$ cat config.mk
export PLATFORM = sky130hd
export DESIGN_NAME = tune_sequencer
export DESIGN_NICKNAME = d
export VERILOG_FILES = /design/src/rtl/tune_sequencer_pkg.sv /design/src/rtl/tune_sequencer_rom.sv /design/src/rtl/tune_sequencer.sv
export SDC_FILE = /design/constraint.sdc
export NUM_CORES = 1
export LEC_CHECK = 0
export ABC_CLOCK_PERIOD_IN_PS = 4200
export BUFFER_PORTS_ARGS = -buffer_cell sky130_fd_sc_hd__buf_2
export CORE_ASPECT_RATIO = 1.1
export CORE_MARGIN = 4
export CORE_UTILIZATION = 45
export DETAILED_ROUTE_END_ITERATION = 16
export GPL_TIMING_DRIVEN = 0
export SLEW_MARGIN = 20
export SYNTH_ARGS = -nofsm -noshare
export SYNTH_HDL_FRONTEND = slang
export SYNTH_HIERARCHICAL = 1
export SYNTH_SLANG_ARGS = --single-unit
$ cat constraint.sdc
create_clock -name i_clk -period 4.2 [get_ports i_clk]
set_input_delay 0.84 -clock i_clk [delete_from_list [all_inputs] [get_ports i_clk]]
set_output_delay 0.84 -clock i_clk [all_outputs]
set_load 0.02 [all_outputs]
$ cat src/rtl/tune_sequencer_pkg.sv
// Shared definitions for the melody sequencer: ROM entry layout, rest code and FSM states.
package tune_sequencer_pkg;
    localparam logic [3:0] NOTE_REST = 4'hF;
    localparam int         ENTRY_W   = 9;
    localparam int         OCT_POS   = 8;
    localparam int         CODE_MSB  = 7;
    localparam int         CODE_LSB  = 4;
    localparam int         DUR_MSB   = 3;
    localparam int         DUR_LSB   = 0;
    localparam logic [3:0] DUR_END   = 4'd0;

    typedef enum logic [1:0] {
        ST_IDLE,
        ST_FETCH,
        ST_PLAY,
        ST_GAP
    } state_t;

    function automatic logic [ENTRY_W-1:0] mk_entry(input logic oct, input logic [3:0] code,
                                                    input logic [3:0] dur);
        return {oct, code, dur};
    endfunction
endpackage

$ cat src/rtl/tune_sequencer_rom.sv
// Melody ROM: built-in tune via case lookup, or a flat image supplied by the instantiator.
module melody_rom
    import tune_sequencer_pkg::*;
#(
    parameter int                                ADDR_W    = 5,
    parameter bit                                USE_IMAGE = 1'b0,
    parameter logic [(2**ADDR_W)*ENTRY_W-1:0]    ROM_IMAGE = '0
) (
    input  logic [ADDR_W-1:0]  i_addr,
    output logic [ENTRY_W-1:0] o_entry
);
    always_comb begin
        o_entry = '0;
        case (int'(i_addr))
            0:       o_entry = mk_entry(1'b0, 4'd1, 4'd1);
            1:       o_entry = mk_entry(1'b0, 4'd1, 4'd1);
            2:       o_entry = mk_entry(1'b0, 4'd5, 4'd1);
            3:       o_entry = mk_entry(1'b0, 4'd5, 4'd1);
            4:       o_entry = mk_entry(1'b0, 4'd6, 4'd1);
            5:       o_entry = mk_entry(1'b0, 4'd6, 4'd1);
            6:       o_entry = mk_entry(1'b0, 4'd5, 4'd2);
            7:       o_entry = mk_entry(1'b0, NOTE_REST, 4'd1);
            8:       o_entry = mk_entry(1'b0, 4'd4, 4'd1);
            9:       o_entry = mk_entry(1'b0, 4'd4, 4'd1);
            10:      o_entry = mk_entry(1'b0, 4'd3, 4'd1);
            11:      o_entry = mk_entry(1'b0, 4'd3, 4'd1);
            12:      o_entry = mk_entry(1'b0, 4'd2, 4'd1);
            13:      o_entry = mk_entry(1'b0, 4'd2, 4'd1);
            14:      o_entry = mk_entry(1'b0, 4'd1, 4'd2);
            default: o_entry = '0;
        endcase
        if (USE_IMAGE) o_entry = ROM_IMAGE[int'(i_addr)*ENTRY_W +: ENTRY_W];
    end
endmodule

$ cat src/rtl/tune_sequencer.sv
// Melody playback FSM feeding the buzzer, with strict keypad priority that freezes playback.
module tune_sequencer
    import tune_sequencer_pkg::*;
#(
    parameter int                             BEAT_CYCLES   = 12_500_000,
    parameter int                             GAP_CYCLES    = 500_000,
    parameter int                             ADDR_W        = 5,
    parameter bit                             ROM_USE_IMAGE = 1'b0,
    parameter logic [(2**ADDR_W)*ENTRY_W-1:0] ROM_IMAGE     = '0
) (
    input  logic              i_clk,
    input  logic              i_rst_n,
    input  logic              i_start,
    input  logic              i_stop,
    input  logic              i_loop_en,
    input  logic              i_key_valid,
    input  logic [3:0]        i_key_num,
    input  logic              i_key_high,
    output logic [3:0]        o_buzz_num,
    output logic              o_buzz_high,
    output logic              o_buzz_sw,
    output logic              o_busy,
    output logic              o_done,
    output logic [ADDR_W-1:0] o_note_idx
);
    localparam int                CYC_W    = $clog2(BEAT_CYCLES + 1);
    localparam int                GAP_W    = $clog2(GAP_CYCLES + 1);
    localparam logic [CYC_W-1:0]  CYC_LAST = CYC_W'(BEAT_CYCLES - 1);
    localparam logic [GAP_W-1:0]  GAP_LAST = GAP_W'(GAP_CYCLES - 1);
    localparam logic [ADDR_W-1:0] IDX_LAST = '1;

    state_t              r_state, w_state_nxt;
    logic [ADDR_W-1:0]   r_idx, w_idx_nxt;
    logic [3:0]          r_code, w_code_nxt;
    logic                r_oct, w_oct_nxt;
    logic [3:0]          r_beats, w_beats_nxt;
    logic [CYC_W-1:0]    r_cyc, w_cyc_nxt;
    logic [GAP_W-1:0]    r_gap, w_gap_nxt;
    logic                w_done_nxt;
    logic [ENTRY_W-1:0]  w_entry;
    logic [3:0]          w_entry_dur;
    logic [3:0]          w_num;
    logic                w_high, w_sw;
    logic [3:0]          r_buzz_num;
    logic                r_buzz_high, r_buzz_sw, r_busy, r_done;

    melody_rom #(
        .ADDR_W    (ADDR_W),
        .USE_IMAGE (ROM_USE_IMAGE),
        .ROM_IMAGE (ROM_IMAGE)
    ) u_rom (
        .i_addr  (r_idx),
        .o_entry (w_entry)
    );

    assign w_entry_dur = w_entry[DUR_MSB:DUR_LSB];

    // Keypad activity only freezes an active sequence; stop and start from IDLE still act.
    always_comb begin
        w_state_nxt = r_state;
        w_idx_nxt   = r_idx;
        w_code_nxt  = r_code;
        w_oct_nxt   = r_oct;
        w_beats_nxt = r_beats;
        w_cyc_nxt   = r_cyc;
        w_gap_nxt   = r_gap;
        w_done_nxt  = 1'b0;
        if (i_stop) begin
            w_state_nxt = ST_IDLE;
            w_idx_nxt   = '0;
            w_beats_nxt = '0;
            w_cyc_nxt   = '0;
            w_gap_nxt   = '0;
        end else if (r_state == ST_IDLE) begin
            if (i_start) begin
                w_state_nxt = ST_FETCH;
                w_idx_nxt   = '0;
            end
        end else if (!i_key_valid) begin
            case (r_state)
                ST_FETCH: begin
                    if (w_entry_dur == DUR_END) begin
                        if (i_loop_en) begin
                            w_idx_nxt   = '0;
                            w_state_nxt = ST_FETCH;
                        end else begin
                            w_state_nxt = ST_IDLE;
                            w_done_nxt  = 1'b1;
                        end
                    end else begin
                        w_code_nxt  = w_entry[CODE_MSB:CODE_LSB];
                        w_oct_nxt   = w_entry[OCT_POS];
                        w_beats_nxt = w_entry_dur;
                        w_cyc_nxt   = '0;
                        w_state_nxt = ST_PLAY;
                    end
                end
                ST_PLAY: begin
                    if (r_cyc == CYC_LAST) begin
                        w_cyc_nxt   = '0;
                        w_beats_nxt = r_beats - 4'd1;
                        if (r_beats == 4'd1) begin
                            w_gap_nxt   = '0;
                            w_state_nxt = ST_GAP;
                        end
                    end else begin
                        w_cyc_nxt = r_cyc + 1'b1;
                    end
                end
                ST_GAP: begin
                    if (r_gap == GAP_LAST) begin
                        w_gap_nxt = '0;
                        if (r_idx == IDX_LAST) begin
                            if (i_loop_en) begin
                                w_idx_nxt   = '0;
                                w_state_nxt = ST_FETCH;
                            end else begin
                                w_state_nxt = ST_IDLE;
                                w_done_nxt  = 1'b1;
                            end
                        end else begin
                            w_idx_nxt   = r_idx + 1'b1;
                            w_state_nxt = ST_FETCH;
                        end
                    end else begin
                        w_gap_nxt = r_gap + 1'b1;
                    end
                end
                default: w_state_nxt = ST_IDLE;
            endcase
        end
    end

    // Buzzer drive reflects the state being entered, so every output lags its cause by one clock.
    always_comb begin
        w_num  = NOTE_REST;
        w_high = 1'b0;
        w_sw   = 1'b1;
        if (i_key_valid) begin
            w_num  = i_key_num;
            w_high = i_key_high;
            w_sw   = (i_key_num == NOTE_REST);
        end else if (w_state_nxt == ST_PLAY) begin
            w_num  = w_code_nxt;
            w_high = w_oct_nxt;
            w_sw   = (w_code_nxt == NOTE_REST);
        end
    end

    always_ff @(posedge i_clk or negedge i_rst_n) begin
        if (!i_rst_n) begin
            r_state     <= ST_IDLE;
            r_idx       <= '0;
            r_code      <= NOTE_REST;
            r_oct       <= 1'b0;
            r_beats     <= '0;
            r_cyc       <= '0;
            r_gap       <= '0;
            r_buzz_num  <= NOTE_REST;
            r_buzz_high <= 1'b0;
            r_buzz_sw   <= 1'b1;
            r_busy      <= 1'b0;
            r_done      <= 1'b0;
        end else begin
            r_state     <= w_state_nxt;
            r_idx       <= w_idx_nxt;
            r_code      <= w_code_nxt;
            r_oct       <= w_oct_nxt;
            r_beats     <= w_beats_nxt;
            r_cyc       <= w_cyc_nxt;
            r_gap       <= w_gap_nxt;
            r_buzz_num  <= w_num;
            r_buzz_high <= w_high;
            r_buzz_sw   <= w_sw;
            r_busy      <= (w_state_nxt != ST_IDLE);
            r_done      <= w_done_nxt;
        end
    end

    assign o_buzz_num  = r_buzz_num;
    assign o_buzz_high = r_buzz_high;
    assign o_buzz_sw   = r_buzz_sw;
    assign o_busy      = r_busy;
    assign o_done      = r_done;
    assign o_note_idx  = r_idx;
endmodule

==> impl_results.md, run 1 <==
- Drt first pass iters: 5
- Initial Utilization: 0.4668
- Final cycle utilization of the critical path: 0.6770
- Die area: 0.01096 mm2
- Post-Synthesis Cells: 445
- Seq/Total Area, Yosys: 0.4014
- Synth Area per Inst: 9.450 um2
- FF-to-FF End: r_cyc[21]
- Largest net degree at the start of global routing: 54
- Sequential Power Share: 0.421
- Tightest Hold Check Type: primary input to asynchronous set/reset pin
- Ant diodes: 0
- Yosys top cell area share: 0.3451
- RR Startpoint: o_note_idx[2]
- Setup TNS: 0 ns
- Crit. Startpoint: o_note_idx[2]
- Post-CTS setup buffers: 0
- Clock share of power: 0.452
- Commonest cells in the netlist: 58 x dfrtp_1, 34 x nand2_1, 27 x nor2_1, 25 x o21ai_0, 22 x nand3_1
- Max transition margin: 0.4039
- Drc violations: 0
- Initial DRC Count: 260
- Distinct cells, synth: 75
- Placer's final routability congestion estimate: 0.8206
- Cell taking the most area after synthesis: dfrtp_1
- CTS tree: built
- Placement Setup Slack: 1.400 ns
- Fin crit period: 2.843 ns
- Final hold viol count: 0
- Peak VDD IR: 0.1740 mV
- Skew final: 0.008224 ns
- Syn-to-layout area delta: 13.30%
- Std-Cell Rows: 36
- P_int: 1220 uW
- Post-Synthesis Cell Area: 0.004205 mm2
- GR Overflow Total: 0
- Synth Flop Type: dfrtp_1
- Pwr/cell area: 342.5 mW/mm2
- Clock sink count: 67
- Least-Margin Pin Slew: 0.8900 ns
- #FFs+latches synth: 67
- Final setup violation count: 0
- Pleak: 0.002074 uW
- I/O pin cnt: 24
- Clock slew at reported path FFs: 0.08 ns
- Detail-routed via count per cell: 6.053
- H-tree levels: 3
- Gate power share: 0.127
- Share of cells above drive strength 1: 0.2000
- Worst endpoint data arrival time: 3.11 ns
- Post-CTS sizing: 0
- Deepest clock path buffer count: 2
- Die H: 109.4 um
- Final ANT Viol Nets: 0
- Port bufs: 21
- Clock buffer count from CTS: 9
- RSZ-0062 raised after global routing: no
- EDFF count, synth: 0
- P_sw: 412.2 uW
- Hold_buf cts: 0
- Max Fclk: 351.7 MHz
- Nets@finish: 501
- Reg2reg path depth: 7
- Max Cap Viol: 0
- CTS Root Buffer Type: clkbuf_8
- Yosys Warn Count: 6
- Total power draw: 1632 uW
- First-pass GRT wire length: 17560 um
- Die W: 100.2 um
- Clk_lat worst skew: 0.35 ns
- Number of antenna violations at the first check in global routing: 0
- Required time of the critical path: 4.47 ns
- Via Count: 3626
- Most frequent cell after synthesis: dfrtp_1
- Setup crit start kind: flop
- Crit Path Category: flop to flop
- Total GRT Usage: 0.2009
- Dpl hpwl: 7257 um
- Final Worst Setup Slack: 1.357 ns
- CP Capture Type: flop
- CP Max Fanout: 11
- Switch share: 0.2526
- DR WL/cell: 16.95 um
- Hold_ws: 0.3431 ns
- Async SR Flop Fraction: 1.000
- Synth area leaders: dfrtp_1 35%, dfstp_2 5.6%, nand4_1 3.1%
- Final WL: 10160 um
- Max-slew violations: 0
- Status: complete, no violations
- Worst R2R Setup Slack: 1.36 ns
- Vias in the first global route: 3481
- Area of the core: 0.009009 mm2
-- cell usage in the layout, fill, tap and decap left out, types with 5 or more instances in the layout --
| master | netlist | layout |
|---|---|---|
| a211o_1 | 7 | 7 |
| a211oi_1 | 5 | 5 |
| a21oi_1 | 21 | 21 |
| a221o_1 | 7 | 7 |
| a31oi_1 | 6 | 6 |
| and3_1 | 15 | 15 |
| and4_1 | 5 | 5 |
| buf_2 | 9 | 29 |
| buf_4 | 7 | 8 |
| clkbuf_8 | 0 | 10 |
| dfrtp_1 | 58 | 58 |
| dfstp_2 | 9 | 9 |
| ha_1 | 10 | 10 |
| inv_1 | 14 | 14 |
| mux2_2 | 5 | 5 |
| mux2i_1 | 5 | 5 |
| nand2_1 | 34 | 34 |
| nand2b_1 | 11 | 11 |
| nand3_1 | 22 | 22 |
| nand4_1 | 21 | 21 |
| nor2_1 | 27 | 27 |
| nor3_1 | 15 | 15 |
| o211ai_1 | 7 | 7 |
| o21ai_0 | 25 | 25 |
| o31ai_1 | 6 | 6 |
-- power by group through the flow --
stage | clock network, uW | logic, uW | registers [uW]
CTS | 757 | 207 | 688
global route | 788 | 231 | 691
finish | 737 | 207 | 687
global placement | 0 | 203 | 699
floorplan | 0 | 131 | 707
detailed placement | 0 | 206 | 700
-- worst max-delay path, stage by stage, from the launching register on --
cell and delay (ns):
dfrtp_1 0.58, inv_2 0.09, o31a_1 0.39, or4_4 0.61, a221oi_2 0.39, buf_2 0.33, nor2_1 0.20, a21oi_1 0.18
-- registers in the layout, indices dropped and copies added (netlist names) --
register,flops
r_cyc,24
r_gap,19
o_note_idx,5
o_buzz_num,4
r_beats,4
r_code,4
r_state,2
o_busy,1
o_buzz_high,1
o_buzz_sw,1
o_done,1
r_oct,1
-- area by class of cell --
cell class | count | area (um2)
Buffer | 21 | 132.6
Clock buffer | 10 | 137.6
Clock inverter | 6 | 136.4
Fill cell | 812 | 4244
Inverter | 15 | 56.30
Multi-Input combinational cell | 344 | 2336
Sequential cell | 67 | 1688
Tap cell | 114 | 142.6
Timing Repair Buffer | 22 | 135.1
-- metrics by stage --
stage | utilization | std cells | instance area, um2
final | 0.5289 | 599 | 4765
after global routing | 0.5289 | 599 | 4765
after detailed placement | 0.4985 | 583 | 4491
after global placement | 0.4951 | 582 | 4461
after CTS | 0.5289 | 599 | 4765
after floorplan | - | 447 | 4213
-- kinds of logic (layout without fill, tap and decap cells) --
family	count (synthesis)	count (layout)	share of synthesized area
compound gates	117	117	0.1943
xor+xnor	3	3	0.006249
fa+ha+maj	10	10	0.02975
buf+inv	36	74	0.04492
flops	67	67	0.4014
mux	10	10	0.02529
other cells	1	3	0.0008917
simple gates	201	201	0.2972
-- worst max path at each step --
stage	cells past startpoint	to
after detailed placement	7	r_cyc[21]
after CTS	7	r_cyc[21]
after global routing	7	r_cyc[21]
final	7	r_cyc[21]
after floorplan	8	r_cyc[10]
after global placement	7	r_beats[1]
-- metal layers --
layer,global-route usage,wire length (um),vias to the layer above
li1,-,-,1759
met1,0.2694,4728,1775
met2,0.3258,4853,76
met3,0.04251,419,16
met4,0.06256,153,0
met5,0,0,-
Power figures use the tool's default switching activity.
==> run 2: changes to the inputs <==
--- a/config.mk
+++ b/config.mk
@@ -5,7 +5,8 @@
 export SDC_FILE = /design/constraint.sdc
 export NUM_CORES = 1
 export LEC_CHECK = 0
-export ABC_CLOCK_PERIOD_IN_PS = 4200
+export ABC_AREA = 1
+export ABC_CLOCK_PERIOD_IN_PS = 2800
 export BUFFER_PORTS_ARGS = -buffer_cell sky130_fd_sc_hd__buf_2
 export CORE_ASPECT_RATIO = 1.1
 export CORE_MARGIN = 4
==> constraint.sdc (replaced) <==
create_clock -name i_clk -period 2.8 [get_ports i_clk]
set_input_delay 0.56 -clock i_clk [delete_from_list [all_inputs] [get_ports i_clk]]
set_output_delay 0.56 -clock i_clk [all_outputs]
set_load 0.02 [all_outputs]
==> run 2 against run 1 <==
Clock skew rose by 0.0021 ns; synthesized area rose by 3.2%; register-to-register slack got worse by 1.0 ns; cell count rose by 24%; worst setup slack got worse by 1.0 ns; count of clock-buffer cells in the layout fell by 1; global-route usage fell by 1.2 points; largest cell class unchanged; design area rose by 1.7%; combinational power rose by 68%; die area rose by 2.9%; maximum frequency rose by 15%; wire length fell by 2.0%.
==> impl_results.md, run 2 <==
- Dpl hpwl: 7482 um (+3.1%)
- Clk_lat worst skew: 0.35 ns (about the same)
- Adder-Cell Fraction of Synth Area: 0.02884 (-0.0009097)
- Die H: 111.0 um (+1.4%)
- Fin crit period: 2.479 ns (-0.3644 ns)
- Async SR Flop Fraction: 1.000 (unchanged)
- Final cycle utilization of the critical path: 0.8853 (+0.2083)
- Skew final: 0.01035 ns (+0.002122 ns)
- Crit Path Category: flop to flop
- EDFF count, synth: 0 (unchanged)
- Pleak: 0.002065 uW (-0.42%)
- Nets@finish: 644 (+29%)
- Clock buffer count from CTS: 9 (unchanged)
- Required time of the critical path: 3.02 ns (-1.45 ns)
- Status: complete, no violations
- Cell taking the most area after synthesis: dfrtp_1
- First-pass GRT wire length: 17370 um (-1.1%)
- Most frequent cell after synthesis: nand2_1
- Final hold viol count: 0 (unchanged)
- Yosys top cell area share: 0.3346 (-0.01055)
- Vias in the first global route: 3728 (+7.1%)
- Final ANT Viol Nets: 0 (unchanged)
- Largest net degree at the start of global routing: 38 (-30%)
- Max Cap Viol: 0 (unchanged)
- Clock sink count: 67 (unchanged)
- Worst endpoint data arrival time: 2.70 ns (-0.41 ns)
- Ant diodes: 0 (unchanged)
- Least-Margin Pin Slew: 0.5543 ns (-0.3357 ns)
- #FFs+latches synth: 67 (unchanged)
- Final WL: 9947 um (-2.0%)
- Commonest cells after routing, fill and taps aside: 126 x nand2_1, 67 x inv_1, 63 x nor2_1
- Drt first pass iters: 6 (+1)
- Tightest Hold Check Type: primary input to asynchronous set/reset pin
- Post-CTS sizing: 0 (unchanged)
- Max transition margin: 0.6305 (+0.2265)
- CP Capture Type: flop
- Post-Synthesis Cell Area: 0.004338 mm2 (+3.2%)
- Pwr/cell area: 482.4 mW/mm2 (+41%)
- CTS tree: built
- Yosys Warn Count: 6 (unchanged)
- Initial DRC Count: 182 (-30%)
- Distinct cells, synth: 46 (-39%)
- GR Overflow Total: 0 (unchanged)
- Post-synthesis xor/xnor area fraction: 0.02625 (+0.02000)
- Peak VDD IR: 0.2792 mV (+60%)
- Placer's final routability congestion estimate: 0.8862 (+8.0%)
- Seq/Total Area, Yosys: 0.3891 (-0.01227)
- Synth Area per Inst: 7.377 um2 (-22%)
- Synth area leaders: dfrtp_1 33%, nand2_1 11%, inv_1 5.8%
- Largest family of logic cells by synthesized area: simple AND/OR/NAND/NOR gates
- Max-slew violations: 0 (unchanged)
- Compound-gate portion of the synthesized area: 0.1134 (-0.08093)
- Die area: 0.01128 mm2 (+2.9%)
- Drc violations: 0 (unchanged)
- Hold_buf cts: 0 (unchanged)
- Post-Synth Simple-Gate Area: 0.3467 (+0.04946)
- Biggest register: r_cyc
- Post-CTS setup buffers: 0 (unchanged)
- I/O pin cnt: 24 (unchanged)
- Total GRT Usage: 0.1888 (-0.01207)
- Initial Utilization: 0.4616 (-0.005216)
- Port bufs: 21 (unchanged)
- Setup TNS: 0 ns (unchanged)
- Max Fclk: 403.4 MHz (+15%)
- Synth Flop Type: dfrtp_1
- Area of the core: 0.009398 mm2 (+4.3%)
- Most common cell after layout, fill and taps aside: nand2_1
- Syn-to-layout area delta: 11.65%
- Clock slew at reported path FFs: 0.08 ns (about the same)
- CP Max Fanout: 10 (-1)
- Number of antenna violations at the first check in global routing: 1 (+1)
- Mux share of post-synthesis cell area: 0.004903 (-0.02039)
- Std-Cell Rows: 37 (+2.8%)
- Die W: 101.6 um (+1.4%)
- Detail-routed via count per cell: 5.179 (-14%)
- Share of cells above drive strength 1: 0.1736 (-0.02643)
- CTS Root Buffer Type: clkbuf_8
- Commonest cells in the netlist: 126 x nand2_1, 67 x inv_1, 63 x nor2_1, 58 x dfrtp_1, 48 x nand3_1
- Total power draw: 2336 uW (+43%)
- Setup crit start kind: flop
- Final setup violation count: 0 (unchanged)
- Via Count: 3858 (+6.4%)
- H-tree levels: 3 (unchanged)
- Max reg flops: 24 (unchanged)
- DR WL/cell: 13.35 um (-21%)
- RSZ-0062 raised after global routing: no
- Deepest clock path buffer count: 2 (unchanged)
- Post-Synthesis Cells: 588 (+32%)
## run 2: changes by cell type in the layout (fill, tap and decap cells not counted), moves of 7 or more
cell      previous run  this run
xor2_1               3        10
nand2_1             34       126
nor2_2               0         8
o21ai_1              4        18
a211o_1              7         0
inv_1               14        67
nand3_1             22        48
and3_1              15         1
nor2_1              27        63
nand2b_1            11         0
a21oi_1             21        29
a221o_1              7         0
## run 2: logic make-up (layout without fill, tap and decap cells)
family                   count (synthesis)  in the layout
XOR/XNOR                                13             13
adder cells (fa/ha/maj)                 10             10
flip-flops                              67             67
multiplexers                             2              2
AO/OA/AOI/OAI                           88             88
AND/OR/NAND/NOR                        314            314
buffers and inverters                   93            131
other                                    1              3
## run 2: path summary, 6_finish.rpt
check	to	startpoint	slack, ns	cells past startpoint
max in group asynchronous	o_buzz_num[0]	i_rst_n	2.06	2
min in group i_clk	o_buzz_high	i_key_high	0.41	3
max reg2reg	r_beats[1]	o_note_idx[1]	0.32	12
min	o_busy	i_rst_n	0.16	1
min reg2reg	r_oct	r_oct	0.50	1
max	r_beats[1]	o_note_idx[1]	0.32	12
## run 2: worst max-delay path, cell delays in order, from the launching register on
cell and delay [ns]:
dfrtp_1 0.51, ha_1 0.26, a21oi_1 0.15, o21a_1 0.14, inv_1 0.06, nand3_1 0.13
nand2_2 0.13, a21oi_4 0.25, buf_6 0.20, nand2_4 0.09, inv_2 0.09, buf_2 0.26
o21ai_1 0.09
## run 2: report_power, final
group          switching, uW  internal, uW  leakage (uW)
registers               30.1          1040      0.000894
clock network            411           507      0.000102
logic                    237           110       0.00107
total                    678          1660       0.00206
## run 2: final cells by class
| cell class | instances | area, um2 |
|---|---|---|
| fill | 950 | 4554 |
| multi-input combinational | 430 | 2267 |
| sequential | 67 | 1688 |
| inverter | 77 | 294.0 |
| tap | 117 | 146.4 |
| timing repair buffer | 22 | 127.6 |
| clock buffer | 9 | 123.9 |
| clock inverter | 7 | 100.1 |
| buffer | 16 | 96.34 |
## run 2: per-layer routing
layer | up-vias | global-route usage | share of wire
met5 | - | 0 | 0.00080
met4 | 2 | 0.03812 | 0.012
met3 | 13 | 0.04216 | 0.039
met2 | 55 | 0.3124 | 0.48
met1 | 1800 | 0.2521 | 0.47
li1 | 1988 | - | -
## run 2: stage by stage
stage	setup slack [ns]	utilization	std cells	hold WS (ns)	instance area, um2
final	0.3212	0.5154	745	0.1557	4843
after global routing	0.1421	0.5154	745	0.1736	4843
after CTS	0.2980	0.5154	745	0.1618	4843
after detailed placement	0.3098	0.4915	729	0.4900	4619
after global placement	0.3330	0.4891	728	0.4815	4597
after floorplan	0.6305	-	590	0.2644	4345
==> run 3: changes to the inputs <==
--- a/config.mk
+++ b/config.mk
@@ -6,7 +6,7 @@
 export NUM_CORES = 1
 export LEC_CHECK = 0
 export ABC_AREA = 1
-export ABC_CLOCK_PERIOD_IN_PS = 2800
+export ABC_CLOCK_PERIOD_IN_PS = 2500
 export BUFFER_PORTS_ARGS = -buffer_cell sky130_fd_sc_hd__buf_2
 export CORE_ASPECT_RATIO = 1.1
 export CORE_MARGIN = 4
==> constraint.sdc (replaced) <==
create_clock -name i_clk -period 2.5 [get_ports i_clk]
set_input_delay 0.75 -clock i_clk [delete_from_list [all_inputs] [get_ports i_clk]]
set_output_delay 0.75 -clock i_clk [all_outputs]
set_load 0.02 [all_outputs]
==> run 3 against run 2 <==
Clock skew about the same; combinational power increased by 14%; register-to-register slack got worse by 0.17 ns; cell count increased by 0.94%; design area increased by 1.2%; total power increased by 12%; worst hold slack improved by 0.19 ns; first-iteration DRC count increased by 15%; count of clock-buffer cells in the layout unchanged; die area unchanged; flip-flop and latch count unchanged.
==> impl_results.md, run 3 (same netlist as run 2, synthesis figures left out) <==
- Die area: 0.01128 mm2 (unchanged)
- I/O pin cnt: 24 (unchanged)
- Via Count: 3867 (+0.23%)
- Max Fclk: 426.6 MHz (+5.8%)
- CP Max Fanout: 9 (-1)
- Die H: 111.0 um (unchanged)
- Die W: 101.6 um (unchanged)
- Largest net degree at the start of global routing: 38 (unchanged)
- Peak VDD IR: 0.3129 mV (+12%)
- Port bufs: 21 (unchanged)
- Std-Cell Rows: 37 (unchanged)
- FF-to-FF End: r_cyc[12]
- DP Area: 0.004619 mm2 (unchanged)
- Dpl hpwl: 7482 um (unchanged)
- Vias in the first global route: 3720 (-0.21%)
- Placed cells: 729 (unchanged)
- Met1 usage: 0.2517 (-0.0003982)
- Worst R2R Setup Slack: 0.16 ns (-0.17 ns)
- Final setup violation count: 0 (unchanged)
- Non-Filler Instances: 752 (+0.94%)
- Share of cells above drive strength 1: 0.1858 (+0.01226)
- Skew final: 0.009859 ns (-0.0004861 ns)
- CP Capture Type: flop
- Setup crit start kind: flop
- RR Startpoint: o_note_idx[1]
- Clk_lat worst skew: 0.35 ns (about the same)
- Crit Path Category: flop to flop
- Pwr/cell area: 535.7 mW/mm2 (+11%)
- Final ANT Viol Nets: 0 (unchanged)
- Fin crit period: 2.344 ns (-0.1348 ns)
- Deepest clock path buffer count: 2 (unchanged)
- Max-slew violations: 0 (unchanged)
- Final WL: 9966 um (+0.19%)
- Syn-to-layout area delta: 13.01%
- DR WL/cell: 13.25 um (-0.74%)
- RSZ-0062 raised after global routing: no
- CTS Root Buffer Type: clkbuf_8
- Reg2reg path depth: 13 (+1)
- Clock sink count: 67 (unchanged)
- Placement Setup Slack: 0.009754 ns (-0.3000 ns)
- Drc violations: 0 (unchanged)
- Layout fillers: 950 (unchanged)
- Tightest Hold Check Type: primary input to asynchronous set/reset pin
- Worst endpoint data arrival time: 2.57 ns (-0.13 ns)
- Max Cap Viol: 0 (unchanged)
- Finished Cell Area: 0.004902 mm2 (+1.2%)
- Required time of the critical path: 2.73 ns (-0.29 ns)
- Final hold viol count: 0 (unchanged)
- GR Overflow Total: 0 (unchanged)
- Initial DRC Count: 210 (+15%)
- Pleak: 0.002100 uW (+1.7%)
- Biggest register: r_cyc
- Clock slew at reported path FFs: 0.08 ns (about the same)
- Layer with the highest usage: met2
- CTS tree: built
- Clock buffer count from CTS: 9 (unchanged)
- Setup TNS: 0 ns (unchanged)
- Final Worst Setup Slack: 0.1560 ns (-0.1652 ns)
- Area of the core: 0.009398 mm2 (unchanged)
- Number of antenna violations at the first check in global routing: 1 (unchanged)
- Placer's final routability congestion estimate: 0.8862 (unchanged)
- Max transition margin: 0.6348 (+0.004324)
- Commonest cells after routing, fill and taps aside: 126 x nand2_1, 67 x inv_1, 63 x nor2_1
- Multi-input gate area: 0.002267 mm2 (unchanged)
- First-pass GRT wire length: 17340 um (-0.20%)
- Max reg flops: 24 (unchanged)
- Seq. cell area: 0.001690 mm2 (+0.15%)
- Status: complete, no violations
- Crit. Startpoint: o_note_idx[1]
- Routing usage on met2: 0.3120 (-0.0004363)
- Nets@finish: 651 (+1.1%)
- Total GRT Usage: 0.1885 (-0.0002588)
- H-tree levels: 3 (unchanged)
- Drt first pass iters: 4 (-2)
- Ant diodes: 0 (unchanged)
- Initial Utilization: 0.4616 (unchanged)
- Least-Margin Pin Slew: 0.5478 ns (-0.006485 ns)
- Most common cell after layout, fill and taps aside: nand2_1
- Final cycle utilization of the critical path: 0.9376 (+0.05230)
- Met3 global-route usage: 0.04216 (unchanged)
- Detail-routed via count per cell: 5.142 (-0.70%)
-- run 3: cell types whose count changed in the layout (fill, tap and decap cells not counted) --
cell / delta
buf_4: +7
dfrtp_1: -2
dfrtp_2: +2
buf_2: -1
buf_6: -1
buf_8: +1
clkbuf_2: +1
-- run 3: worst max-delay path by stage --
stage                       endpoint  slack (ns)
after global routing       r_cyc[12]       0.004
after floorplan            r_cyc[12]        0.33
after detailed placement  r_beats[1]        0.01
after CTS                  r_cyc[12]        0.05
after global placement    r_beats[1]        0.03
final                      r_cyc[12]        0.16
-- run 3: layout make-up --
class                   instances  share of cell area
multi-input cells             430              0.4625
flip-flops and latches         67              0.3448
inverters                      77             0.05998
repair buffers                 30             0.03777
well taps                     117             0.02986
clock buffers                   9             0.02527
clock inverters                 7             0.02042
plain buffers                  15             0.01940
-- run 3: timing repair --
item,4_1_cts,5_1_grt
resized for setup,0,3
pin swaps,0,1
setup buffers,0,8
endpoints found under the setup margin,1,15
hold buffers,0,0
-- run 3: per-stage QoR --
step	power, uW	utilization	hold WS [ns]
6_report	2626	0.5216	0.3463
5_1_grt	2775	0.5216	0.3634
4_1_cts	2652	0.5148	0.3518
3_5_place_dp	1616	0.4915	0.4900
3_3_place_gp	1602	0.4891	0.4815
2_1_floorplan	1491	-	0.4544
-- run 3: routing by layer --
metal | part of all wire | routed length [um] | up-vias
met5 | 0.00080 | 8 | -
met4 | 0.012 | 121 | 2
met3 | 0.042 | 415 | 15
met2 | 0.48 | 4805 | 63
met1 | 0.46 | 4616 | 1783
li1 | - | - | 2004
-- run 3: power breakdown --
| part | switching (uW) | internal, uW | leakage, uW |
|---|---|---|---|
| logic | 266 | 131 | 0.00111 |
| clock network | 461 | 568 | 0.000102 |
| registers | 33.8 | 1170 | 0.000891 |
| total | 761 | 1860 | 0.00210 |
-- run 3: worst max-delay path, stage by stage (launching register included) --
cell	delay (ns)
dfrtp_2	0.45
ha_1	0.21
a21oi_1	0.15
o21a_1	0.14
inv_1	0.06
nand3_1	0.13
nand2_2	0.13
a21oi_4	0.28
buf_8	0.18
nand3_4	0.08
nor2_4	0.13
nand3_2	0.09
o21ai_2	0.14
a21oi_1	0.08
